===== config.mk =====
export PLATFORM = sky130hd
export DESIGN_NAME = csync_decoder_flat
export DESIGN_NICKNAME = d
export VERILOG_FILES = /design/src/rtl/vp415_sync_pkg.sv /design/src/rtl/csync_decoder_if.sv /design/src/rtl/csync_pulse_meter.sv /design/src/rtl/csync_decoder.sv /design/src/flat_wrapper.sv
export SDC_FILE = /design/constraint.sdc
export NUM_CORES = 1
export LEC_CHECK = 0
export BUFFER_PORTS_ARGS = -buffer_cell sky130_fd_sc_hd__buf_2
export CORE_MARGIN = 1.5
export CORE_UTILIZATION = 45
export DETAILED_ROUTE_END_ITERATION = 16
export PLACE_DENSITY = 0.67
export SYNTH_ARGS = -nofsm -noshare
export SYNTH_HDL_FRONTEND = slang
export SYNTH_SLANG_ARGS = --single-unit

===== constraint.sdc =====
create_clock -name clk -period 2.9 [get_ports clk]
set_clock_uncertainty 0.2 [all_clocks]
set_input_delay 0.58 -clock clk [delete_from_list [all_inputs] [get_ports clk]]
set_output_delay 0.58 -clock clk [all_outputs]
set_load 0.02 [all_outputs]

===== src/rtl/vp415_sync_pkg.sv =====
// Shared types and default PAL timing (81 MHz clocks) for the VP415 composite sync decoder.
package vp415_sync_pkg;

  typedef enum logic [1:0] {GLITCH, EQ, HS, BROAD} pulse_cls_t;
  typedef enum logic [1:0] {ST_LINES, ST_PRE_EQ, ST_BROAD, ST_POST_EQ} sync_state_t;

  localparam int WIDTH_W  = 13;
  localparam int PERIOD_W = 14;
  localparam int LINE_W   = 10;

  localparam int PAL_GLITCH_MAX   = 63;
  localparam int PAL_EQ_MAX       = 284;
  localparam int PAL_HS_MAX       = 1000;
  localparam int PAL_HALF_MIN     = 2400;
  localparam int PAL_HALF_MAX     = 2800;
  localparam int PAL_LINE_TIMEOUT = 10368;
  localparam int PAL_LINES_MIN    = 300;
  localparam int PAL_LINES_MAX    = 320;

  function automatic pulse_cls_t classify(input logic [WIDTH_W-1:0] w,
                                          input int glitch_max,
                                          input int eq_max,
                                          input int hs_max);
    if (int'(w) <= glitch_max)  return GLITCH;
    else if (int'(w) <= eq_max) return EQ;
    else if (int'(w) <= hs_max) return HS;
    else                        return BROAD;
  endfunction

endpackage


===== src/rtl/csync_decoder_if.sv =====
// Composite sync input and decoded timing outputs, grouped for the decoder port.
interface csync_decoder_if;
  import vp415_sync_pkg::*;

  logic              csync_sync;
  logic              hsync_stb;
  logic              eq_stb;
  logic              field_stb;
  logic              field_odd;
  logic [LINE_W-1:0] line_count;
  logic              locked;

  modport master (output csync_sync,
                  input  hsync_stb, eq_stb, field_stb, field_odd, line_count, locked);
  modport slave  (input  csync_sync,
                  output hsync_stb, eq_stb, field_stb, field_odd, line_count, locked);
endinterface


===== src/rtl/csync_pulse_meter.sv =====
// Measures low-pulse width and falling-edge period of csync, classifies each completed pulse.
module csync_pulse_meter
  import vp415_sync_pkg::*;
#(
  parameter int GLITCH_MAX = PAL_GLITCH_MAX,
  parameter int EQ_MAX     = PAL_EQ_MAX,
  parameter int HS_MAX     = PAL_HS_MAX
) (
  input  logic                clk,
  input  logic                rst_n,
  input  logic                csync_sync,
  output logic                cls_vld,
  output pulse_cls_t          cls,
  output logic [PERIOD_W-1:0] period,
  output logic [PERIOD_W-1:0] since_fall
);

  logic                csync_d;
  logic                fall;
  logic                rise;
  logic [WIDTH_W-1:0]  width_cnt;
  logic [PERIOD_W-1:0] period_cand;

  // Tracks csync through reset so a pulse already in progress at release is never seen as a fall.
  always_ff @(posedge clk) csync_d <= csync_sync;

  assign fall    = csync_d & ~csync_sync;
  assign rise    = ~csync_d & csync_sync;
  assign cls     = classify(width_cnt, GLITCH_MAX, EQ_MAX, HS_MAX);
  assign cls_vld = rise && (width_cnt != '0);
  assign period  = period_cand;

  always_ff @(posedge clk) begin
    if (!rst_n) begin
      width_cnt   <= '0;
      period_cand <= '0;
      since_fall  <= '0;
    end else begin
      if (fall) begin
        width_cnt   <= WIDTH_W'(1);
        period_cand <= since_fall;
      end else if (!csync_sync && (width_cnt != '0) && (width_cnt != '1)) begin
        width_cnt <= width_cnt + 1'b1;
      end

      // Reference moves to the fall only once its pulse proves not to be a glitch.
      if (cls_vld && (cls != GLITCH))
        since_fall <= PERIOD_W'(width_cnt) + 1'b1;
      else if (since_fall != '1)
        since_fall <= since_fall + 1'b1;
    end
  end

endmodule


===== src/rtl/csync_decoder.sv =====
// Composite sync decoder: field-sequence FSM, line counter, lock and loss-of-sync timeout.
//   state      | meaning
//   ST_LINES   | active lines, hsync expected
//   ST_PRE_EQ  | pre-equalising pulses seen, waiting for broad
//   ST_BROAD   | broad (vsync) pulses
//   ST_POST_EQ | post-equalising pulses, waiting for first hsync
module csync_decoder
  import vp415_sync_pkg::*;
#(
  parameter int GLITCH_MAX   = PAL_GLITCH_MAX,
  parameter int EQ_MAX       = PAL_EQ_MAX,
  parameter int HS_MAX       = PAL_HS_MAX,
  parameter int HALF_MIN     = PAL_HALF_MIN,
  parameter int HALF_MAX     = PAL_HALF_MAX,
  parameter int LINE_TIMEOUT = PAL_LINE_TIMEOUT,
  parameter int LINES_MIN    = PAL_LINES_MIN,
  parameter int LINES_MAX    = PAL_LINES_MAX
) (
  input  logic            clk,
  input  logic            rst_n,
  csync_decoder_if.slave  bus
);

  logic                cls_vld;
  pulse_cls_t          cls;
  logic [PERIOD_W-1:0] period;
  logic [PERIOD_W-1:0] since_fall;

  sync_state_t         state, state_nxt;
  logic                odd_nxt, hs_nxt, eq_nxt, fld_nxt;
  logic                hsync_stb, eq_stb, field_stb, field_odd, locked;
  logic [LINE_W-1:0]   line_count;
  logic [1:0]          good_cnt;
  logic                half_ok, timeout, lines_ok;

  csync_pulse_meter #(
    .GLITCH_MAX (GLITCH_MAX),
    .EQ_MAX     (EQ_MAX),
    .HS_MAX     (HS_MAX)
  ) u_meter (
    .clk        (clk),
    .rst_n      (rst_n),
    .csync_sync (bus.csync_sync),
    .cls_vld    (cls_vld),
    .cls        (cls),
    .period     (period),
    .since_fall (since_fall)
  );

  assign half_ok  = (int'(period) >= HALF_MIN) && (int'(period) <= HALF_MAX);
  assign timeout  = int'(since_fall) >= LINE_TIMEOUT;
  assign lines_ok = (int'(line_count) >= LINES_MIN) && (int'(line_count) <= LINES_MAX);

  always_comb begin
    state_nxt = state;
    odd_nxt   = field_odd;
    hs_nxt    = 1'b0;
    eq_nxt    = 1'b0;
    fld_nxt   = 1'b0;
    if (cls_vld) begin
      hs_nxt = (cls == HS);
      eq_nxt = (cls == EQ);
      unique case (state)
        ST_LINES: begin
          if (cls == EQ) begin
            state_nxt = ST_PRE_EQ;
            odd_nxt   = half_ok;
          end else if (cls == BROAD) begin
            state_nxt = ST_BROAD;
            fld_nxt   = 1'b1;
          end
        end
        ST_PRE_EQ: begin
          if (cls == BROAD) begin
            state_nxt = ST_BROAD;
            fld_nxt   = 1'b1;
          end else if (cls == HS) begin
            state_nxt = ST_LINES;
          end
        end
        ST_BROAD:   if (cls == EQ) state_nxt = ST_POST_EQ;
        ST_POST_EQ: if (cls == HS) state_nxt = ST_LINES;
        default:    state_nxt = ST_LINES;
      endcase
    end
    if (timeout) state_nxt = ST_LINES;
  end

  always_ff @(posedge clk) begin
    if (!rst_n) begin
      state     <= ST_LINES;
      field_odd <= 1'b0;
      hsync_stb <= 1'b0;
      eq_stb    <= 1'b0;
      field_stb <= 1'b0;
    end else begin
      state     <= state_nxt;
      field_odd <= odd_nxt;
      hsync_stb <= hs_nxt;
      eq_stb    <= eq_nxt;
      field_stb <= fld_nxt;
    end
  end

  always_ff @(posedge clk) begin
    if (!rst_n) begin
      line_count <= '0;
      good_cnt   <= '0;
      locked     <= 1'b0;
    end else begin
      if (field_stb)
        line_count <= '0;
      else if (hsync_stb && (line_count != '1))
        line_count <= line_count + 1'b1;

      if (timeout) begin
        good_cnt <= '0;
        locked   <= 1'b0;
      end else if (field_stb) begin
        if (lines_ok) begin
          if (good_cnt != 2'd2) good_cnt <= good_cnt + 1'b1;
          locked <= (good_cnt != 2'd0);
        end else begin
          good_cnt <= '0;
          locked   <= 1'b0;
        end
      end
    end
  end

  assign bus.hsync_stb  = hsync_stb;
  assign bus.eq_stb     = eq_stb;
  assign bus.field_stb  = field_stb;
  assign bus.field_odd  = field_odd;
  assign bus.line_count = line_count;
  assign bus.locked     = locked;

endmodule


===== src/flat_wrapper.sv =====
// flat-port wrapper written by rule: the top's interface ports become plain ports
module csync_decoder_flat import vp415_sync_pkg::*;
#(
  parameter int GLITCH_MAX   = PAL_GLITCH_MAX,
  parameter int EQ_MAX       = PAL_EQ_MAX,
  parameter int HS_MAX       = PAL_HS_MAX,
  parameter int HALF_MIN     = PAL_HALF_MIN,
  parameter int HALF_MAX     = PAL_HALF_MAX,
  parameter int LINE_TIMEOUT = PAL_LINE_TIMEOUT,
  parameter int LINES_MIN    = PAL_LINES_MIN,
  parameter int LINES_MAX    = PAL_LINES_MAX
)
  (clk, rst_n, bus_csync_sync, bus_hsync_stb, bus_eq_stb, bus_field_stb, bus_field_odd, bus_line_count, bus_locked);
  csync_decoder_if bus_i ();
  input  logic clk;
  input  logic rst_n;
  input wire logic [$bits(bus_i.csync_sync)-1:0] bus_csync_sync;
  output wire logic [$bits(bus_i.hsync_stb)-1:0] bus_hsync_stb;
  output wire logic [$bits(bus_i.eq_stb)-1:0] bus_eq_stb;
  output wire logic [$bits(bus_i.field_stb)-1:0] bus_field_stb;
  output wire logic [$bits(bus_i.field_odd)-1:0] bus_field_odd;
  output wire logic [$bits(bus_i.line_count)-1:0] bus_line_count;
  output wire logic [$bits(bus_i.locked)-1:0] bus_locked;
  assign bus_i.csync_sync = bus_csync_sync;
  assign bus_hsync_stb = bus_i.hsync_stb;
  assign bus_eq_stb = bus_i.eq_stb;
  assign bus_field_stb = bus_i.field_stb;
  assign bus_field_odd = bus_i.field_odd;
  assign bus_line_count = bus_i.line_count;
  assign bus_locked = bus_i.locked;
  csync_decoder #(.GLITCH_MAX(GLITCH_MAX), .EQ_MAX(EQ_MAX), .HS_MAX(HS_MAX), .HALF_MIN(HALF_MIN), .HALF_MAX(HALF_MAX), .LINE_TIMEOUT(LINE_TIMEOUT), .LINES_MIN(LINES_MIN), .LINES_MAX(LINES_MAX)) u_core (.clk(clk), .rst_n(rst_n), .bus(bus_i));
endmodule

**Word-level counts from Yosys, hierarchy flattened**

Cells that the tools add are included.

- Register bits: 61
- Bits of input ports: 3
- Word-level logic and storage cells: 84

- Add/sub/neg operators: 5
- Order comparisons: 8
- Eq/ne operators: 13
- Mux-type cells: 19
- Bitwise logic cells: 5
- Reductions and logical operators: 21

Operator list:

| kind | number |
|---|---|
| 2-to-1 mux 14 bit | 2 |
| 2-to-1 mux 2 bit | 9 |
| adder 13 x 1 -> 14 bit (second input constant) | 1 |
| adder 14 x 1 -> 14 bit (second input constant) | 1 |
| >= comparator 14 x 12 -> 1 bit (second input constant) | 1 |
| >= comparator 14 bit (second input constant) | 1 |
| <= comparator 14 x 12 -> 1 bit (second input constant) | 1 |
| != test 14 bit (second input constant) | 1 |
| adder 13 x 1 -> 13 bit (second input constant) | 1 |
| <= comparator 13 x 10 -> 1 bit (second input constant) | 1 |
| <= comparator 13 x 6 -> 1 bit (second input constant) | 1 |
| <= comparator 13 x 9 -> 1 bit (second input constant) | 1 |
| != test 13 bit (second input constant) | 1 |
| nonzero test 13 bit | 1 |
| adder 10 x 1 -> 10 bit (second input constant) | 1 |
| >= comparator 10 x 9 -> 1 bit (second input constant) | 1 |
| <= comparator 10 x 9 -> 1 bit (second input constant) | 1 |
| != test 10 bit (second input constant) | 1 |
| == test 2 bit (second input constant) | 4 |
| one-hot mux 2 bit (4 select lines) | 1 |
| nonzero test 2 bit | 4 |
| logical AND 1 bit | 7 |
| 2-to-1 mux 1 bit | 6 |
| AND reduction 3 bit | 2 |
| other kinds (12) | 20 |

**Longest topological paths before layout**

Gate-level depths: netlist (run 1).

- Depth in word-level cells: 8
- Mapped depth: 14

**Hierarchy**

A second synthesis (run 1) with hierarchy kept.

- Cells, all modules: 412
- Area total of the unflattened synthesis: 3378.2 um^2

Modules (own cells, without submodules):

| module | times used | cells an instance | area each (um^2) | seq. area each (um^2) |
|---|---|---|---|---|
| csync_pulse_meter | 1 | 293 | 2379.8 | 840.8 |
| csync_decoder | 1 | 119 | 998.5 | 380.4 |

**Least setup slack after synthesis (run 1)**

No wires, ideal clock.

- Kind: register to register
- Start: reg u_core.u_meter.width_cnt[0]
- End: reg u_core.u_meter.since_fall[10]
- Setup time: 0.126 ns
- Arrival time: 2.545 ns
- Path slack: 0.029 ns
- Stages on the path, launching flop included: 13
- Path buffers: 2
- Period minus slack after synthesis: 2.871 ns
- Path through: dfxtp_1 > ha_1 > o311a_4 > nand2b_4 > buf_6 > buf_2 > o21ai_0 > ha_1 > inv_1 > nor4_1 > xnor2_1 > a21oi_1 > a21boi_0

- Cells in the longest elaborated chain, start to end: 7
- Elaborated cells on any way between the ends: 13
- Classes of those cells: add/sub: 1; order compare: 3; mux: 4; reduce/logical: 5

RTL lines:

| what | RTL line | source |
|---|---|---|
| start, declared | csync_pulse_meter.sv:21 | `logic [WIDTH_W-1:0] width_cnt;` |
| start signal, assigned | csync_pulse_meter.sv:43 | `width_cnt <= width_cnt + 1'b1;` |
| <= comparator 13 x 10 -> 1 bit | vp415_sync_pkg.sv:26 | `else if (int'(w) <= hs_max) return HS;` |
| 2-to-1 mux 1 bit | vp415_sync_pkg.sv:26 |  |
| 2-to-1 mux 2 bit | vp415_sync_pkg.sv:25 | `else if (int'(w) <= eq_max) return EQ;` |
| 2-to-1 mux 2 bit | vp415_sync_pkg.sv:24 | `if (int'(w) <= glitch_max) return GLITCH;` |
| nonzero test 2 bit | csync_pulse_meter.sv:47 | `if (cls_vld && (cls != GLITCH))` |
| logical AND 1 bit | csync_pulse_meter.sv:47 |  |
| 2-to-1 mux 14 bit or nonzero test 2 bit (tied branches) | n/a |  |
| end signal, assigned | csync_pulse_meter.sv:48 | `since_fall <= PERIOD_W'(width_cnt) + 1'b1;` |
| end signal, assigned | csync_pulse_meter.sv:50 | `since_fall <= since_fall + 1'b1;` |
| end, declared | csync_pulse_meter.sv:15 | `output logic [PERIOD_W-1:0] since_fall` |

Parallel ways exist; a longest one is shown, timed or not.
A chain may end at the register's enable or synchronous reset.

**Worst setup path in the final report (run 1)**

- Start: reg u_core.u_meter.width_cnt[9]
- End: reg u_core.u_meter.since_fall[6]

- Cells in the longest elaborated chain, start to end: 7
- Elaborated cells on any way between the ends: 12
- Classes of those cells: order compare: 3; mux: 4; reduce/logical: 5

RTL lines:

| what | RTL line |
|---|---|
| <= comparator 13 x 10 -> 1 bit | vp415_sync_pkg.sv:26 |
| 2-to-1 mux 1 bit | vp415_sync_pkg.sv:26 |
| 2-to-1 mux 2 bit | vp415_sync_pkg.sv:25 |
| 2-to-1 mux 2 bit | vp415_sync_pkg.sv:24 |
| nonzero test 2 bit | csync_pulse_meter.sv:47 |
| logical AND 1 bit * | csync_pulse_meter.sv:47 |
| 2-to-1 mux 14 bit or nonzero test 2 bit (tied branches) | n/a |

Every way passes the cells marked *; elsewhere a longest branch is shown, timed or not.

==> flow_summary.json, run 1 <==
{
  "ys_types": 56,
  "pwr-share-seq_pct": 50.7,
  "design_area_um2": 3649,
  "yosys_warnings": 0,
  "cts_made_buffers": 9,
  "multi_input_area_um2": 1836,
  "grt_pass1_wl_mm": 12.32,
  "yosys.area.top_type": "dfxtp_1",
  "clockRootBuffer": "clkbuf_8",
  "wl_per_cell_um": 14.22,
  "placed_area_um2": 3415,
  "cp_data_required_time_ns": 2.94,
  "drtPass1Iterations": 6,
  "io_pins": 18,
  "coreArea_um2": 6832,
  "relSlewSlack_pct": 50.44,
  "synth_area_per_cell_um2": 8.123,
  "switching_share_pct": 22.50,
  "hold_viol": 0,
  "gp_congestion": 0.8742,
  "setup_viol": 0,
  "cts.sinks": 61,
  "synth_top_area_share_pct": 38.15,
  "pwr_density_cell_nw_per_um2": 461.7,
  "power.total_mw": 1.685,
  "die_y_um": 87.34,
  "arrival_ns": 2.78,
  "fmax_mhz": 365.0,
  "p_leak_nw": 1.296,
  "overflow": 0,
  "clockBufferDepth": 2,
  "synthTopCellsByArea": "dfxtp_1, nand2_1, a21oi_1, nor2_1, nand3_1",
  "worst_pin_slew_ns": 0.7426,
  "vias": 2920,
  "clock_latency_ns": 0.34,
  "rows": 30,
  "ys_seq_area_share_pct": 38.15,
  "area_delta_synth_final_pct": 14.00,
  "combPwrFrac_pct": 4.3,
  "synthCells": 394,
  "worstSetupEndpointType": "register",
  "synth_edf_count": 0,
  "syn_area_um2": 3201,
  "cap_violations": 0,
  "startpoint_type": "register",
  "place_inst": 501,
  "grt_max_degree": 24,
  "htree_levels": 3,
  "outcome": "finished, final reports clean",
  "clk_pin_slew_ns": 0.07,
  "hpwl_mm": 5.244,
  "layout-drive-gt1-share_pct": 14.93,
  "crit_fanout": 7,
  "wl_mm": 7.368,
  "grtUsageTotal_pct": 20.84,
  "fp.dieW_um": 87.34,
  "layout.cells.non_filler": 518,
  "die_area_um2": 7627,
  "drc": 0,
  "antenna_left": 0,
  "diodes": 0,
  "viasPerCell": 5.637,
  "fin_crit_ns": 2.740,
  "drt_iter0_markers": 253,
  "synth_seq_cells": 61,
  "intPower_mw": 1.305,
  "fillCellCount": 650,
  "maxSlewViolCount": 0,
  "grt_pass1_vias": 2569,
  "ff_latch_area_um2": 1221,
  "async_flop_share_pct": 0,
  "irDropWorstVdd_uv": 332.3,
  "postCtsHoldBufs": 0,
  "hold_path.class": "register to register",
  "port_buffers": 17,
  "synth_nets": 404,
  "initial_core_util_pct": 46.85,
  "synthFlopType": "dfxtp_1",
  "p_clk_share_pct": 45.0,
  "p_sw_mw": 0.3790,
  "antenna_found_initial": 0,
  "final_nets": 428,
  "cts_tree": "built",
  "worstSetupPathType": "register to register",
  "period_share_pct": 94.47
}
cells by family (layout without fill, tap and decap cells):
family	count (synthesis)	count (layout)	share of synthesized area, %
XOR/XNOR	27	27	7.389
multiplexers	5	5	1.720
flip-flops	61	61	38.15
adder cells (fa/ha/maj)	7	7	2.736
AO/OA/AOI/OAI	85	85	17.12
AND/OR/NAND/NOR	172	172	27.76
buffers and inverters	37	65	5.121
area by class of cell:
type | count | area share [%]
tap | 96 | 3.292
inverter | 16 | 1.646
multi-input combinational | 296 | 50.31
clock inverter | 4 | 1.303
timing repair buffer | 34 | 5.830
sequential | 61 | 33.47
clock buffer | 11 | 4.150
stage by stage:
step / hold WS, ns / util (%) / TNS [ns] / setup WS (ns)
CTS: 0.2589 / 52.89 / 0 / 0.06987
global route: 0.2691 / 53.41 / -0.005445 / -0.005445
floorplan: 0.2316 / - / 0 / 0.02855
global placement: 0.2417 / 49.98 / 0 / 0.1622
detailed placement: 0.2488 / 49.98 / 0 / 0.08381
finish: 0.2556 / 53.41 / 0 / 0.1605
per-layer routing:
metal	GRT usage, %	routed length [µm]	up-vias
li1	-	-	1454
met1	28.31	3573	1342
met2	31.26	3241	104
met3	5.403	369	20
met4	8.658	183	0
met5	0	0	-
path summary, 6_finish.rpt:
path                                                                   to  slack [ns]                                      from  cells past startpoint
worst max-delay path            u_core.u_meter.since_fall[6]$_SDFFE_PN0P_        0.16  u_core.u_meter.width_cnt[9]$_SDFFE_PP0P_                     10
worst min-delay path                u_core.u_meter.period[0]$_SDFFE_PN0P_        0.26     u_core.u_meter.period[0]$_SDFFE_PN0P_                      2
worst min register to register      u_core.u_meter.period[0]$_SDFFE_PN0P_        0.26     u_core.u_meter.period[0]$_SDFFE_PN0P_                      2
worst max register to register  u_core.u_meter.since_fall[6]$_SDFFE_PN0P_        0.16  u_core.u_meter.width_cnt[9]$_SDFFE_PP0P_                     10
flip-flops by register name, summed over array words and instances, names as in the netlist:
signal                     cells
u_core.u_meter.csync_d         1
u_core.good_cnt                2
u_core.u_meter.period         14
u_core.u_meter.width_cnt      13
u_core.bus.line_count         10
u_core.bus.locked              1
u_core.bus.field_odd           1
u_core.bus.eq_stb              1
u_core.state                   2
u_core.bus.field_stb           1
u_core.bus.hsync_stb           1
u_core.u_meter.since_fall     14
cell usage in the layout, fill, tap and decap left out, types with 4 or more instances in the layout:
cell       n
nor3_1     7
xnor2_1   14
clkbuf_8  11
nand2_1   48
buf_2     17
and4_1     4
o21ai_0   14
nor2_1    36
or3_1      6
buf_4     17
nand3_1   25
xor2_1    13
nand4_1   12
mux2i_1    4
dfxtp_1   61
ha_1       6
a31oi_1   10
nand2b_1   7
inv_1     16
nor4_1     5
and3_1     7
o22ai_1    6
a21oi_1   31
Yosys cell counts, types with 2 or more instances:
cell type and instances:
nand3_1 25, a211oi_1 3, inv_1 16, o22ai_1 6, nand3b_1 2, buf_2 5, nand2_1 48, a41oi_1 2
clkbuf_1 11, and4_1 4, nor2_1 36, o31ai_1 2, mux2i_1 4, o21ai_0 14, dfxtp_1 61, buf_4 3
nand2b_1 7, ha_1 7, nor4_1 7, and3_1 7, a21oi_1 31, nor3_1 7, o21ai_1 2, or3_1 6
a31oi_1 10, xor2_1 13, nand4_1 12, xnor2_1 14, a311oi_1 2
critical path, stage by stage (launching register included):
cell      delay [ns]
dfxtp_1         0.36
nor4_4          0.37
o311a_4         0.30
nand2b_4        0.16
mux2_4          0.32
ha_2            0.22
nand2_1         0.19
nor2_1          0.09
a21oi_1         0.15
mux2i_1         0.08
and3_1          0.19
timing repair:
action | in CTS | in global routing
setup buffers | 0 | 2
setup endpoints to repair | 0 | 5
gates resized for setup | 0 | 4
power groups by stage:
stage,logic [mW],clock network [mW],registers [mW]
2_1_floorplan,0.0489,0,0.871
3_3_place_gp,0.0725,0,0.872
3_5_place_dp,0.0722,0,0.873
4_1_cts,0.0724,0.777,0.854
5_1_grt,0.0810,0.823,0.854
6_report,0.0731,0.757,0.854
Power figures use the tool's default switching activity.
==> run 2, diff against run 1 <==
Settings changed: BUFFER_PORTS_ARGS -buffer_cell sky130_fd_sc_hd__buf_2 to default, DONT_BUFFER_PORTS from default to 1, PLACE_DENSITY 0.67 to 0.65, SKIP_LAST_GASP from default to 1.
==> run 2 against run 1 <==
  * Via count is 1.6% lower
  * Die area unchanged
  * Global-route usage is 1.5 points higher
  * First-iteration DRC count decreased by 11%
  * Cell count is 3.3% lower
  * Flip-flop and latch count is the same
  * Critical endpoint is now u_core.u_meter.since_fall[10]$_SDFFE_PN0P_
  * Highest routed layer unchanged
==> flow_summary.json, run 2 (synthesis results as in run 1) <==
{
  "rows": 30,
  "diodes": 0,
  "wl_per_cell_um": 15.60,
  "fmax_mhz": 361.0,
  "fp.dieW_um": 87.34,
  "drt_iter0_markers": 224,
  "irDropWorstVdd_uv": 315.5,
  "vias": 2874,
  "clock_latency_ns": 0.35,
  "arrival_ns": 2.81,
  "clockRootBuffer": "clkbuf_8",
  "setup_viol": 0,
  "maxSlewViolCount": 0,
  "cap_violations": 0,
  "cp_data_required_time_ns": 2.94,
  "worstSetupEndpointType": "register",
  "overflow": 0,
  "p_leak_nw": 1.220,
  "drtPass1Iterations": 5,
  "antenna_left": 0,
  "io_pins": 18,
  "r2r_end": "u_core.u_meter.since_fall[10]$_SDFFE_PN0P_",
  "worst_pin_slew_ns": 0.9083,
  "outcome": "finished, final reports clean",
  "layout_common_cells": "dfxtp_1, nand2_1, nor2_1",
  "fin_crit_ns": 2.770,
  "period_share_pct": 95.51,
  "die_area_um2": 7627,
  "hold_viol": 0,
  "fin_util_pct": 52.84,
  "rrSetupSlack_ns": 0.13,
  "initial_core_util_pct": 46.85,
  "hold_start": "bus_csync_sync",
  "grt_pass1_wl_mm": 13.23,
  "drc": 0,
  "rsz0062_at_grt": "yes",
  "wl_mm": 7.816,
  "hold_path.class": "primary input to register",
  "crit_fanout": 7,
  "final_common_cell": "dfxtp_1",
  "cts.sinks": 61,
  "relSlewSlack_pct": 39.32,
  "crit_buf_inv": 1,
  "whs_path_depth": 0,
  "die_y_um": 87.34,
  "hpwl_mm": 5.441,
  "grt_max_degree": 24,
  "hold_path_end": "u_core.u_meter.csync_d$_DFF_P_",
  "critical_path.top_delay_family": "compound AO/OA/AOI/OAI gates",
  "postCtsHoldBufs": 0,
  "r2r-start": "u_core.u_meter.width_cnt[1]$_SDFFE_PP0P_",
  "htree_levels": 3,
  "antenna_found_initial": 0,
  "final_nets": 410,
  "area_delta_synth_final_pct": 12.78,
  "power.total_mw": 1.860,
  "port_buffers": 0,
  "reg2reg_depth": 10,
  "startpoint_type": "register",
  "layout-drive-gt1-share_pct": 11.60,
  "gp_congestion": 0.9139,
  "viasPerCell": 5.737,
  "clockBufferDepth": 2,
  "grtUsageTotal_pct": 22.30,
  "pwr_density_cell_nw_per_um2": 515.3,
  "clk_pin_slew_ns": 0.07,
  "path_cells": "ha_1 > o311a_4 > nand2b_4 > o21ai_0 > ha_2 > inv_1 > nor4_2 > xnor2_1 > a21oi_1 > a21boi_1",
  "cts_made_buffers": 9,
  "coreArea_um2": 6832,
  "worstSetupPathType": "register to register",
  "grt_pass1_vias": 2705,
  "cts_tree": "built",
  "hold_ws_ns": 0.05478,
  "max_stage_delay_ns": 0.41,
  "slowest_stage": "o311a_4"
}
## run 2: cell count changes in the layout (fill, tap and decap cells not counted), sizes merged
| cell | change |
|---|---|
| clkinvlp | +1 |
| clkbuf | -1 |
| buf | -18 |
| clkinv | -1 |
| bufinv | +2 |
## run 2: worst max-delay path by stage
stage                                                          from                                          to  cells past startpoint
after CTS                 u_core.u_meter.width_cnt[12]$_SDFFE_PP0P_  u_core.u_meter.since_fall[10]$_SDFFE_PN0P_                     11
final                      u_core.u_meter.width_cnt[1]$_SDFFE_PP0P_  u_core.u_meter.since_fall[10]$_SDFFE_PN0P_                     10
after detailed placement  u_core.u_meter.width_cnt[12]$_SDFFE_PP0P_  u_core.u_meter.since_fall[10]$_SDFFE_PN0P_                     10
after global routing       u_core.u_meter.width_cnt[9]$_SDFFE_PP0P_  u_core.u_meter.since_fall[12]$_SDFFE_PN0P_                     11
after global placement    u_core.u_meter.width_cnt[12]$_SDFFE_PP0P_  u_core.u_meter.since_fall[10]$_SDFFE_PN0P_                     10
after floorplan            u_core.u_meter.width_cnt[0]$_SDFFE_PN0P_  u_core.u_meter.since_fall[10]$_SDFFE_PN0P_                     12
## run 2: cell type report
| class | count | area [µm²] |
|---|---|---|
| fillers | 655 | 3222 |
| multi-input cells | 296 | 1841 |
| flip-flops and latches | 61 | 1221 |
| clock buffers | 10 | 137.6 |
| repair buffers | 16 | 120.1 |
| well taps | 96 | 120.1 |
| clock inverters | 6 | 110.1 |
| inverters | 16 | 60.06 |
## run 2: metal layers
layer / vias up / wire, µm / track usage (%)
met2: 102 / 3571 / 34.69
met1: 1339 / 3654 / 29.19
met4: 0 / 116 / 8.514
li1: 1422 / - / -
met3: 11 / 473 / 6.351
met5: - / 0 / 0
## run 2: stage by stage
step                cell area (µm²)  setup slack, ns  instances  setup TNS, ns
floorplan                      3201          0.02855        394              0
global placement               3314           0.1097        482              0
detailed placement             3314          0.01421        482              0
CTS                            3565         0.002232        498              0
global route                   3610         -0.01043        501       -0.01922
finish                         3610           0.1302        501              0
## run 2: report_power, final
group	switching [mW]	internal, mW	leakage [nW]	total [mW]
clock network	0.347	0.592	0.119	0.939
registers	0.00777	0.845	0.493	0.853
logic	0.0457	0.0226	0.609	0.0683
total	0.400	1.46	1.22	1.86
## run 2: timing repair
item	CTS	global route
resized for setup	1	5
setup buffers	0	3
pin swaps	0	3
setup endpoints to repair	2	3
==> run 3, diff against run 2 <==
Settings changed: CORE_UTILIZATION 45 to 25, PLACE_DENSITY 0.65 to 0.43.
==> run 3 against run 2 <==
  * Utilization shrank 23 points
  * Flip-flop and latch count unchanged
  * Cell area is 4.3% higher
  * Critical path type unchanged
==> flow_summary.json, run 3 (synthesis results as in run 1) <==
{
  "cp_data_required_time_ns": 2.93,
  "design_area_um2": 3766,
  "drc": 0,
  "setup_viol": 0,
  "overflow": 0,
  "area_delta_synth_final_pct": 17.67,
  "antenna_left": 0,
  "hold_path.class": "primary input to register",
  "io_pins": 18,
  "fin_crit_ns": 2.771,
  "layout_common_cells": "dfxtp_1, nand2_1, nor2_1",
  "irDropWorstVdd_uv": 207.2,
  "cts.sinks": 61,
  "clk_pin_slew_ns": 0.06,
  "cts_made_buffers": 9,
  "coreArea_um2": 12570,
  "rrSetupSlack_ns": 0.13,
  "worst_pin_slew_ns": 0.7425,
  "arrival_ns": 2.80,
  "fp.dieW_um": 116.1,
  "pwr_density_cell_nw_per_um2": 505.4,
  "layout.cells.non_filler": 582,
  "fmax_mhz": 360.9,
  "layout-drive-gt1-share_pct": 12.20,
  "fin_util_pct": 29.97,
  "die_y_um": 116.1,
  "grt_pass1_wl_mm": 14.07,
  "worstSetupPathType": "register to register",
  "wl_per_cell_um": 14.69,
  "viasPerCell": 4.897,
  "clock_latency_ns": 0.34,
  "whs_path_depth": 0,
  "grt_pass1_vias": 2747,
  "gp_congestion": 0.9108,
  "cts_tree": "built",
  "reg2reg_depth": 10,
  "fillCellCount": 1369,
  "clockBufferDepth": 2,
  "period_share_pct": 95.54,
  "grtUsageTotal_pct": 13.68,
  "die_area_um2": 13490,
  "final_common_cell": "dfxtp_1",
  "vias": 2850,
  "placed_area_um2": 3447,
  "clockRootBuffer": "clkbuf_16",
  "initial_core_util_pct": 25.47,
  "port_buffers": 0,
  "hpwl_mm": 6.153,
  "rows": 41,
  "final_nets": 415,
  "wl_mm": 8.550,
  "postCtsHoldBufs": 0,
  "maxSlewViolCount": 0,
  "place_inst": 563,
  "power.total_mw": 1.903,
  "p_leak_nw": 1.250,
  "drtPass1Iterations": 5,
  "relSlewSlack_pct": 50.44,
  "cap_violations": 0,
  "htree_levels": 3,
  "startpoint_type": "register",
  "crit_fanout": 6,
  "worstSetupEndpointType": "register",
  "antenna_found_initial": 0,
  "grt_max_degree": 24,
  "diodes": 0,
  "outcome": "finished, final reports clean",
  "drt_iter0_markers": 116,
  "hold_viol": 0
}
run 3: worst paths after layout:
path	from	end
setup / recovery	u_core.u_meter.width_cnt[12]$_SDFFE_PP0P_	u_core.u_meter.since_fall[8]$_SDFFE_PN0P_
hold / removal	bus_csync_sync	u_core.u_meter.csync_d$_DFF_P_
setup reg to reg	u_core.u_meter.width_cnt[12]$_SDFFE_PP0P_	u_core.u_meter.since_fall[8]$_SDFFE_PN0P_
hold reg to reg	u_core.u_meter.period[10]$_SDFFE_PN0P_	u_core.u_meter.period[10]$_SDFFE_PN0P_
run 3: timing repair:
| item | in CTS | in global routing |
|---|---|---|
| endpoints found under the setup margin | 0 | 5 |
| setup buffers | 0 | 3 |
| gates resized for setup | 0 | 6 |
run 3: cell type report:
type | instances | area (µm²) | area share, %
multi-input cells | 296 | 1842 | 48.90
flip-flops and latches | 61 | 1221 | 32.43
clock buffers | 11 | 232.7 | 6.179
well taps | 172 | 215.2 | 5.714
repair buffers | 21 | 157.7 | 4.186
inverters | 16 | 60.06 | 1.595
clock inverters | 5 | 37.54 | 0.9967
run 3: metrics by stage:
| stage | setup WS (ns) | hold WS [ns] | setup TNS, ns |
|---|---|---|---|
| floorplan | 0.02855 | 0.2316 | 0 |
| global placement | 0.09227 | 0.2461 | 0 |
| global route | -0.02865 | 0.05468 | -0.03866 |
| finish | 0.1293 | 0.06953 | 0 |
| CTS | 0.05074 | 0.05809 | 0 |
| detailed placement | 0.05066 | 0.2520 | 0 |
run 3: power breakdown:
group          total [mW]  switching [mW]  internal, mW
Clock               0.977           0.398         0.579
Sequential          0.854         0.00788         0.847
Combinational      0.0717          0.0463        0.0254
run 3: metal layers:
metal  global-route usage [%]  vias up  share of wire [%]
met5                        0        -                  0
li1                         -     1431                  -
met2                    21.02       63                 45
met1                    17.90     1342                 48
met3                    3.788       14                5.3
met4                    6.179        0                1.8
run 3: critical path: stages, from the launching register on:
cell,delay (ns)
dfxtp_1,0.33
nor4_4,0.40
o311a_4,0.31
nand2b_4,0.16
mux2_4,0.31
ha_2,0.21
nand2_1,0.22
a211oi_2,0.09
o22ai_1,0.17
a31oi_1,0.07
o21a_1,0.19
